File: config.mk
export PLATFORM = sky130hd
export DESIGN_NAME = load_store_unit
export DESIGN_NICKNAME = d
export VERILOG_FILES = /design/src/rtl/load_store_unit.sv
export SDC_FILE = /design/constraint.sdc
export NUM_CORES = 1
export LEC_CHECK = 0
export ABC_AREA = 1
export CAP_MARGIN = 20
export CORE_ASPECT_RATIO = 0.75
export CORE_UTILIZATION = 48
export CTS_BUF_LIST = sky130_fd_sc_hd__clkbuf_8
export DETAILED_ROUTE_END_ITERATION = 12
export PLACE_DENSITY = 0.84
export SYNTH_ARGS = -nofsm -noshare
export SYNTH_HDL_FRONTEND = slang
export SYNTH_SLANG_ARGS = --single-unit
File: constraint.sdc
create_clock -name clk -period 1.8 [get_ports clk]
set_input_delay 0.45 -clock clk [delete_from_list [all_inputs] [get_ports clk]]
set_output_delay 0.45 -clock clk [all_outputs]
set_load 0.03 [all_outputs]
File: src/rtl/load_store_unit.sv
// load_store_unit: RV32I load/store stage between the ALU and writeback.
// Ports: clk/rst_n (sync active-low); in_* request from EX (valid/ready, store flag,
// funct3, address, store data, rd); mem_* single-outstanding data-memory port
// (req valid/ready, we, word addr, wstrb, lane-replicated wdata, rvalid, rdata);
// resp_* result to writeback (valid/ready, data, rd, err, cause).
module load_store_unit #(
    parameter int TIMEOUT_CYCLES = 256
) (
    input  logic        clk,
    input  logic        rst_n,
    input  logic        in_valid,
    output logic        in_ready,
    input  logic        in_is_store,
    input  logic [2:0]  in_funct3,
    input  logic [31:0] in_addr,
    input  logic [31:0] in_wdata,
    input  logic [4:0]  in_rd,
    output logic        mem_req_valid,
    input  logic        mem_req_ready,
    output logic        mem_we,
    output logic [31:0] mem_addr,
    output logic [3:0]  mem_wstrb,
    output logic [31:0] mem_wdata,
    input  logic        mem_rvalid,
    input  logic [31:0] mem_rdata,
    output logic        resp_valid,
    input  logic        resp_ready,
    output logic [31:0] resp_data,
    output logic [4:0]  resp_rd,
    output logic        resp_err,
    output logic [1:0]  resp_cause
);
    localparam int CW = $clog2(TIMEOUT_CYCLES);
    typedef enum logic [1:0] {S_IDLE, S_REQ, S_WAIT, S_RESP} state_t;
    state_t state, state_nx;
    logic [CW-1:0] cnt;
    logic [31:0] addr_q, shifted, load_val;
    logic [2:0] funct3_q;
    logic accept, busy, timeout, illegal, misaligned, fault;
    assign accept = in_valid && in_ready;
    assign busy = state == S_REQ || state == S_WAIT;
    // Timeout wins over a coincident handshake or read response.
    assign timeout = busy && cnt == CW'(TIMEOUT_CYCLES - 1);
    assign illegal = in_is_store ? (in_funct3[2] || in_funct3[1:0] == 2'b11)
                                 : (in_funct3[1] && (in_funct3[0] || in_funct3[2]));
    assign misaligned = (in_funct3[1:0] == 2'b01 && in_addr[0]) ||
                        (in_funct3[1:0] == 2'b10 && in_addr[1:0] != 2'b00);
    assign fault = illegal || misaligned;
    assign shifted = mem_rdata >> {addr_q[1:0], 3'b000};
    assign load_val = funct3_q == 3'b000 ? {{24{shifted[7]}}, shifted[7:0]} :
                      funct3_q == 3'b001 ? {{16{shifted[15]}}, shifted[15:0]} :
                      funct3_q == 3'b100 ? {24'd0, shifted[7:0]} :
                      funct3_q == 3'b101 ? {16'd0, shifted[15:0]} : shifted;
    assign in_ready = state == S_IDLE;
    assign mem_req_valid = state == S_REQ;
    assign resp_valid = state == S_RESP;
    always_comb begin
        state_nx = state;
        case (state)
            S_IDLE: state_nx = in_valid ? (fault ? S_RESP : S_REQ) : S_IDLE;
            S_REQ:  state_nx = timeout ? S_RESP : mem_req_ready ? S_WAIT : S_REQ;
            S_WAIT: state_nx = (timeout || mem_rvalid) ? S_RESP : S_WAIT;
            S_RESP: state_nx = resp_ready ? S_IDLE : S_RESP;
            default: state_nx = S_IDLE;
        endcase
    end
    always_ff @(posedge clk) begin
        if (!rst_n) begin
            state      <= S_IDLE;
            cnt        <= '0;
            addr_q     <= '0;
            funct3_q   <= '0;
            mem_we     <= 1'b0;
            mem_addr   <= '0;
            mem_wstrb  <= '0;
            mem_wdata  <= '0;
            resp_data  <= '0;
            resp_rd    <= '0;
            resp_err   <= 1'b0;
            resp_cause <= '0;
        end else begin
            state <= state_nx;
            cnt   <= busy ? cnt + 1'b1 : '0;
            if (accept) begin
                addr_q     <= in_addr;
                funct3_q   <= in_funct3;
                mem_we     <= in_is_store;
                mem_addr   <= {in_addr[31:2], 2'b00};
                mem_wstrb  <= !in_is_store ? 4'b0000 :
                              in_funct3[1:0] == 2'b00 ? 4'b0001 << in_addr[1:0] :
                              in_funct3[1:0] == 2'b01 ? (in_addr[1] ? 4'b1100 : 4'b0011) : 4'b1111;
                mem_wdata  <= !in_is_store ? 32'd0 :
                              in_funct3[1:0] == 2'b00 ? {4{in_wdata[7:0]}} :
                              in_funct3[1:0] == 2'b01 ? {2{in_wdata[15:0]}} : in_wdata;
                resp_rd    <= in_rd;
                resp_err   <= fault;
                resp_cause <= illegal ? 2'd3 : misaligned ? 2'd1 : 2'd0;
                resp_data  <= fault ? in_addr : 32'd0;
            end
            if (timeout) begin
                resp_err   <= 1'b1;
                resp_cause <= 2'd2;
                resp_data  <= addr_q;
            end else if (state == S_WAIT && mem_rvalid && !mem_we) begin
                resp_data <= load_val;
            end
        end
    end
endmodule

==> impl_results.md, run 1 <==
* Place WS at -0.405 ns
* Clock root buffer master: clkbuf_8
* Core area at 0.0132 mm^2
* Pint at 5.27 mW
* HPWL after DPL at 16.0 mm
* Starting Density at 0.499
* CP top delay family: simple AND/OR/NAND/NOR gates
* CTS sink count at 122
* CTS buffer count at 17
* Vias in the first global route at 6423
* Vias/cell at 5.23
* Synthesized flop and latch total at 122
* Placed cells at 1365
* Die height at 103 um
* CP max FO at 19
* Layout cells sized above 1 at 0.108
* Reg2Reg Depth at 11
* NumNets Final at 1329
* First-pass GRT wire length at 33.2 mm
* Clock share of power at 0.320
* DRT Pass-1 Iters at 6
* Post-DRT Antenna Nets at 0
* Sequential share of power at 0.382
* Status: finished clean
* Initial DRC count at 623
* Maximum VDD drop at 0.608 mV
* Input/output buffers at 220
* Die area at 0.0142 mm^2
* Reg-to-reg critical path startpoint: state[0]$_SDFF_PN0_
* Average size of a mapped cell at 6.54 um^2
* Worst setup EP type: register
* Drc violations at 0
* Max-slew violations at 0
* Yosys cell types at 33
* H-tree depth at 4
* Sequential cell area at 0.00245 mm^2
* Post-synthesis sequential area ratio at 0.371
* Final estimated routing congestion in global placement at 0.945
* RSZ-0062 raised after global routing: yes
* Rows at 36
* Max clock buf depth at 2
* Initial antenna violation count at 0
* Worst path max stage delay at 0.35 ns
* HP Start: rst_n
* # Max-Cap Violations at 0
* Startpoint types: register
* P_sw at 2.76 mW
* Final Skew at 0.0103 ns
* Worst hold margin at 0.416 ns
* Post-CTS Setup Inserts at 0
* Switching Share at 0.344
* Fmax at 574 MHz
* Critical path buffers and inverters at 3
* Crit-path cells: inv_1, ha_2, nand2_1, nor2_2, nand2_4, nand2_4, buf_12, o21ai_1, inv_2, nand2_1, a21oi_1
* Hold path depth at 3
* Period Utilization, post-route at 0.968
* Top_reg_cell synth: dfxtp_1
* Power density over the cells at 867 mW/mm^2
* EDFF count, synth at 0
* Total global-route track usage at 0.306
* Clk slew on worst S/H paths at 0.08 ns
* Fin area at 0.00926 mm^2
* Cells after Synth at 1007
* Later-pin clock latency in the skew report at 0.44 ns
* Leak Pwr at 4.36 nW
* Die Wd at 137 um
* Layout Cells excl Fill at 1397
* Final Hold Vio Count at 0
* Critical Path RT at 2.17 ns
* Setup crit start: state[0]$_SDFF_PN0_
* Slowest CP cell: dfxtp_2
* DP Area at 0.00893 mm^2
* Multi-input logic area at 0.00335 mm^2
* Endpoints failing setup at 0
* Combinational Power Share at 0.298
* Layout area overhead at 40.7%
* Hold Crit Class: in2reg
* Fin worst setup slack at 0.0578 ns
* Ant diodes at 0
* Yosys synthesis warning count at 0
* Post-Route WL at 21.6 mm
* Pwr Total at 8.03 mW
* Routed len/inst at 15.4 um
* I/O Pins at 223
* WP depth at 11
* Filler cells at 1179
* Crit path DAT at 2.11 ns
* Hold bufs inserted after CTS at 0
* Crit Path Class: reg2reg
* Congestion Overflow GR at 0
* Fraction of registers with async set/reset at 0
* Vias at 7312
* CTS tree: done
* Largest net degree at the start of global routing at 42
* Post-Syn Area at 0.00658 mm^2
* Time the worst path needs with I/O delays and setup at 1.74 ns
kinds of logic after synthesis:
family / count (synthesis) / share of synthesized area
AO/OA/AOI/OAI: 249 / 0.197
XOR/XNOR: 3 / 0.00399
adder cells (fa/ha/maj): 5 / 0.00950
buffers and inverters: 159 / 0.126
flip-flops: 122 / 0.371
other: 1 / 0.000570
AND/OR/NAND/NOR: 468 / 0.293
per-layer routing:
| metal | up-vias | share of wire | global-route usage |
|---|---|---|---|
| met5 | - | 0 | 0 |
| met4 | 0 | 0.013 | 0.0828 |
| met3 | 32 | 0.085 | 0.0712 |
| met2 | 336 | 0.43 | 0.453 |
| met1 | 3311 | 0.48 | 0.441 |
| li1 | 3633 | - | - |
cells in the mapped netlist, types with 5 or more instances:
| cell | number | share of area |
|---|---|---|
| o21ai_1 | 22 | 0.017 |
| inv_1 | 56 | 0.032 |
| a21oi_1 | 123 | 0.094 |
| buf_4 | 35 | 0.040 |
| nor2_1 | 104 | 0.059 |
| buf_6 | 10 | 0.017 |
| ha_1 | 5 | 0.0095 |
| o21ai_0 | 90 | 0.068 |
| nand2_2 | 8 | 0.0076 |
| nand3_1 | 60 | 0.046 |
| nand2_1 | 283 | 0.16 |
| clkbuf_1 | 27 | 0.015 |
| o211ai_1 | 8 | 0.0091 |
| inv_2 | 10 | 0.0057 |
| dfxtp_1 | 122 | 0.37 |
| buf_2 | 16 | 0.012 |
area by class of cell:
type / count / area share
multi-input combinational: 727 / 0.362
timing repair buffer: 278 / 0.279
clock inverter: 13 / 0.0165
sequential: 122 / 0.264
clock buffer: 19 / 0.0282
inverter: 67 / 0.0277
tap: 171 / 0.0231
sequential cells by signal, summed over array words and instances (netlist names):
signal      flops
resp_err        1
funct3_q        3
cnt             8
state           2
mem_wstrb       4
addr_q         32
mem_we          1
resp_cause      2
mem_wdata      32
resp_rd         5
resp_data      32
final timing paths:
check | endpoint | slack [ns]
hold / removal | cnt[4]$_SDFF_PN0_ | 0.42
setup / recovery | resp_data[15]$_SDFFE_PN0P_ | 0.06
hold reg to reg | mem_wdata[6]$_SDFFE_PN0P_ | 0.46
setup reg to reg | resp_data[15]$_SDFFE_PN0P_ | 0.06
stage by stage:
stage               utilization  setup TNS (ns)
floorplan                     -               0
CTS                       0.699         -0.0325
detailed placement        0.677          -10.96
global placement          0.677           -8.86
global route              0.702         -0.0625
finish                    0.702               0
cells in the final DEF, fill, tap and decap left out, types with 4 or more instances in the layout:
master and n:
nand3_1 60, nor2_4 4, o21ai_1 22, buf_4 50, nand2_4 5, a21oi_1 123, inv_1 58, buf_12 6
dlygate4sd2_1 106, dfxtp_1 119, clkdlybuf4s50_1 109, nor2_1 103, inv_2 9, o21ai_0 89, clkbuf_8 19, o211ai_1 8
nand2_2 7, nand2_1 282
repair_timing:
| item | 4_1_cts | 5_1_grt |
|---|---|---|
| resized for setup | 114 | 17 |
| pin swaps | 0 | 1 |
| endpoints found under the setup margin | 110 | 23 |
power by group through the flow:
stage | logic (mW) | clock network, mW | registers [mW]
5_1_grt | 2.60 | 2.69 | 3.10
4_1_cts | 2.35 | 2.58 | 3.07
3_3_place_gp | 2.45 | 0 | 3.13
6_report | 2.39 | 2.57 | 3.07
2_1_floorplan | 1.26 | 0 | 3.36
3_5_place_dp | 2.48 | 0 | 3.13
tightest hold or removal path, stage by stage:
cell and delay (ns):
buf_2 0.14, nand2_1 0.17, nor2_1 0.07
Note: power is estimated with default switching activity, not from simulation.
==> inputs of run 2 (changes only) <==
--- a/config.mk
+++ b/config.mk
@@ -6,8 +6,8 @@
 export NUM_CORES = 1
 export LEC_CHECK = 0
 export ABC_AREA = 1
-export CAP_MARGIN = 20
-export CORE_ASPECT_RATIO = 0.75
+export CAP_MARGIN = 0
+export CORE_ASPECT_RATIO = 1.4
 export CORE_UTILIZATION = 48
 export CTS_BUF_LIST = sky130_fd_sc_hd__clkbuf_8
 export DETAILED_ROUTE_END_ITERATION = 12
@@ -15,3 +15,4 @@
 export SYNTH_ARGS = -nofsm -noshare
 export SYNTH_HDL_FRONTEND = slang
 export SYNTH_SLANG_ARGS = --single-unit
+export TNS_END_PERCENT = 30
==> impl_results.md, run 2 (synthesis gave the netlist of run 1 again) <==
* Starting Density at 0.492 (-0.00709)
* Core area at 0.0134 mm^2 (+1.4%)
* Worst setup EP type: register
* Most common cell after layout, fill and taps aside: nand2_1
* Max clock buf depth at 2 (unchanged)
* Die height at 141 um (+36%)
* Fmax at 577 MHz (+0.61%)
* HP Start: rst_n
* Fin worst setup slack at 0.0683 ns (+0.0105 ns)
* Post-Route WL at 21.9 mm (+1.4%)
* First-pass GRT wire length at 33.7 mm (+1.7%)
* Period Utilization, post-route at 0.962 (-0.00584)
* Crit Path Class: reg2reg
* Largest net degree at the start of global routing at 45 (+7.1%)
* Final estimated routing congestion in global placement at 0.914 (-3.3%)
* Layout area overhead at 42.1%
* RSZ-0062 raised after global routing: yes
* Place WS at -0.320 ns (+0.0851 ns)
* Congestion Overflow GR at 0 (unchanged)
* Vias/cell at 5.22 (-0.27%)
* Leak Pwr at 4.37 nW (+0.26%)
* Post-DRT Antenna Nets at 0 (unchanged)
* Sequential cell area at 0.00245 mm^2 (unchanged)
* Top flop regs: addr_q: 32 flops, mem_wdata: 32 flops, resp_data: 32 flops
* Filler cells at 1203 (+2.0%)
* H-tree depth at 4 (unchanged)
* Pwr Total at 7.89 mW (-1.8%)
* HPWL after DPL at 16.2 mm (+1.0%)
* DRT Pass-1 Iters at 5 (-1)
* Placed cells at 1379 (+1.0%)
* Clock share of power at 0.309 (-0.011)
* Power density over the cells at 843 mW/mm^2 (-2.7%)
* Most frequent cells in the layout: 283 x nand2_1, 122 x a21oi_1, 119 x dfxtp_1
* Pint at 4.99 mW (-5.2%)
* Die area at 0.0142 mm^2 (about the same)
* Layout Cells excl Fill at 1415 (+1.3%)
* Status: finished clean
* Critical Path RT at 2.12 ns (-0.05 ns)
* Clock root buffer master: clkbuf_8
* Multi-input logic area at 0.00335 mm^2 (about the same)
* Setup crit start: cnt[0]$_SDFF_PN0_
* Ant diodes at 0 (unchanged)
* Time the worst path needs with I/O delays and setup at 1.73 ns (-0.0105 ns)
* Endpoints failing setup at 0 (unchanged)
* Rows at 50 (+39%)
* Layout cells sized above 1 at 0.114 (+0.00506)
* CP max FO at 7 (-12)
* Input/output buffers at 220 (unchanged)
* Initial antenna violation count at 0 (unchanged)
* Crit path DAT at 2.06 ns (-0.05 ns)
* Hold bufs inserted after CTS at 0 (unchanged)
* Clk slew on worst S/H paths at 0.08 ns (about the same)
* P_sw at 2.89 mW (+4.9%)
* Routed len/inst at 15.5 um (+0.13%)
* Vias at 7386 (+1.0%)
* Drc violations at 0 (unchanged)
* Initial DRC count at 431 (-31%)
* Hold Crit Class: in2reg
* Later-pin clock latency in the skew report at 0.44 ns (about the same)
* Combinational Power Share at 0.302 (+0.004)
* Final Skew at 0.00814 ns (-0.00216 ns)
* NumNets Final at 1336 (+0.53%)
* Vias in the first global route at 6975 (+8.6%)
* DP Area at 0.00901 mm^2 (+0.85%)
* Setup Total Neg Slack at 0 ns (unchanged)
* Sequential share of power at 0.389 (+0.007)
* Max-slew violations at 0 (unchanged)
* Switching Share at 0.367 (+0.0231)
* I/O Pins at 223 (unchanged)
* Maximum VDD drop at 0.467 mV (-23%)
* CTS tree: done
* Reg-to-reg critical path startpoint: cnt[0]$_SDFF_PN0_
* CTS buffer count at 17 (unchanged)
* Total global-route track usage at 0.307 (+0.00167)
* Startpoint types: register
* Fin area at 0.00935 mm^2 (+1.0%)
* CTS sink count at 122 (unchanged)
* # Max-Cap Violations at 0 (unchanged)
* Die Wd at 101 um (-26%)
* Final Hold Vio Count at 0 (unchanged)
-- run 2: through the flow --
stage,hold slack (ns),util
floorplan,0.418,-
global placement,0.430,0.673
detailed placement,0.447,0.673
CTS,0.322,0.692
global route,0.319,0.699
finish,0.337,0.699
-- run 2: cell type report --
type	instances	share of cell area
clock buffers	17	0.0250
clock inverters	15	0.0169
inverters	67	0.0277
multi-input cells	728	0.358
flip-flops and latches	122	0.262
well taps	182	0.0243
repair buffers	284	0.286
-- run 2: timing repair --
action                                  CTS  global route
setup buffers                             0             2
cloned                                    0             2
pin swaps                                 0             5
resized for setup                       119            15
endpoints found under the setup margin  120            35
-- run 2: routing by layer --
layer	part of all wire	global-route usage
met1	0.36	0.311
met4	0.053	0.176
met5	0	0
met3	0.071	0.0813
met2	0.52	0.559
-- run 2: worst paths after layout --
check,endpoint,slack [ns],cells past startpoint
worst max-delay path,resp_data[31]$_SDFFE_PN0P_,0.07,11
worst min-delay path,resp_data[5]$_SDFFE_PN0P_,0.34,3
worst max register to register,resp_data[31]$_SDFFE_PN0P_,0.07,11
worst min register to register,cnt[0]$_SDFF_PN0_,0.42,1
-- run 2: worst max-delay path, stage by stage, from the launching register on --
cell and delay [ns]:
dfxtp_2 0.35, ha_1 0.18, nand2_2 0.09, nor2_4 0.11
nand2_2 0.08, nor2_4 0.18, nand2_8 0.11, nand2_1 0.12
buf_6 0.14, nor2_1 0.05, a21oi_1 0.14, nor2_1 0.05
-- run 2: power groups by stage --
stage                     clock (mW)  combinational (mW)  sequential [mW]
after floorplan                    0                1.26             3.36
final                           2.43                2.38             3.07
after global routing            2.59                2.58             3.10
after detailed placement           0                2.49             3.14
after CTS                       2.46                2.36             3.07
after global placement             0                2.46             3.13
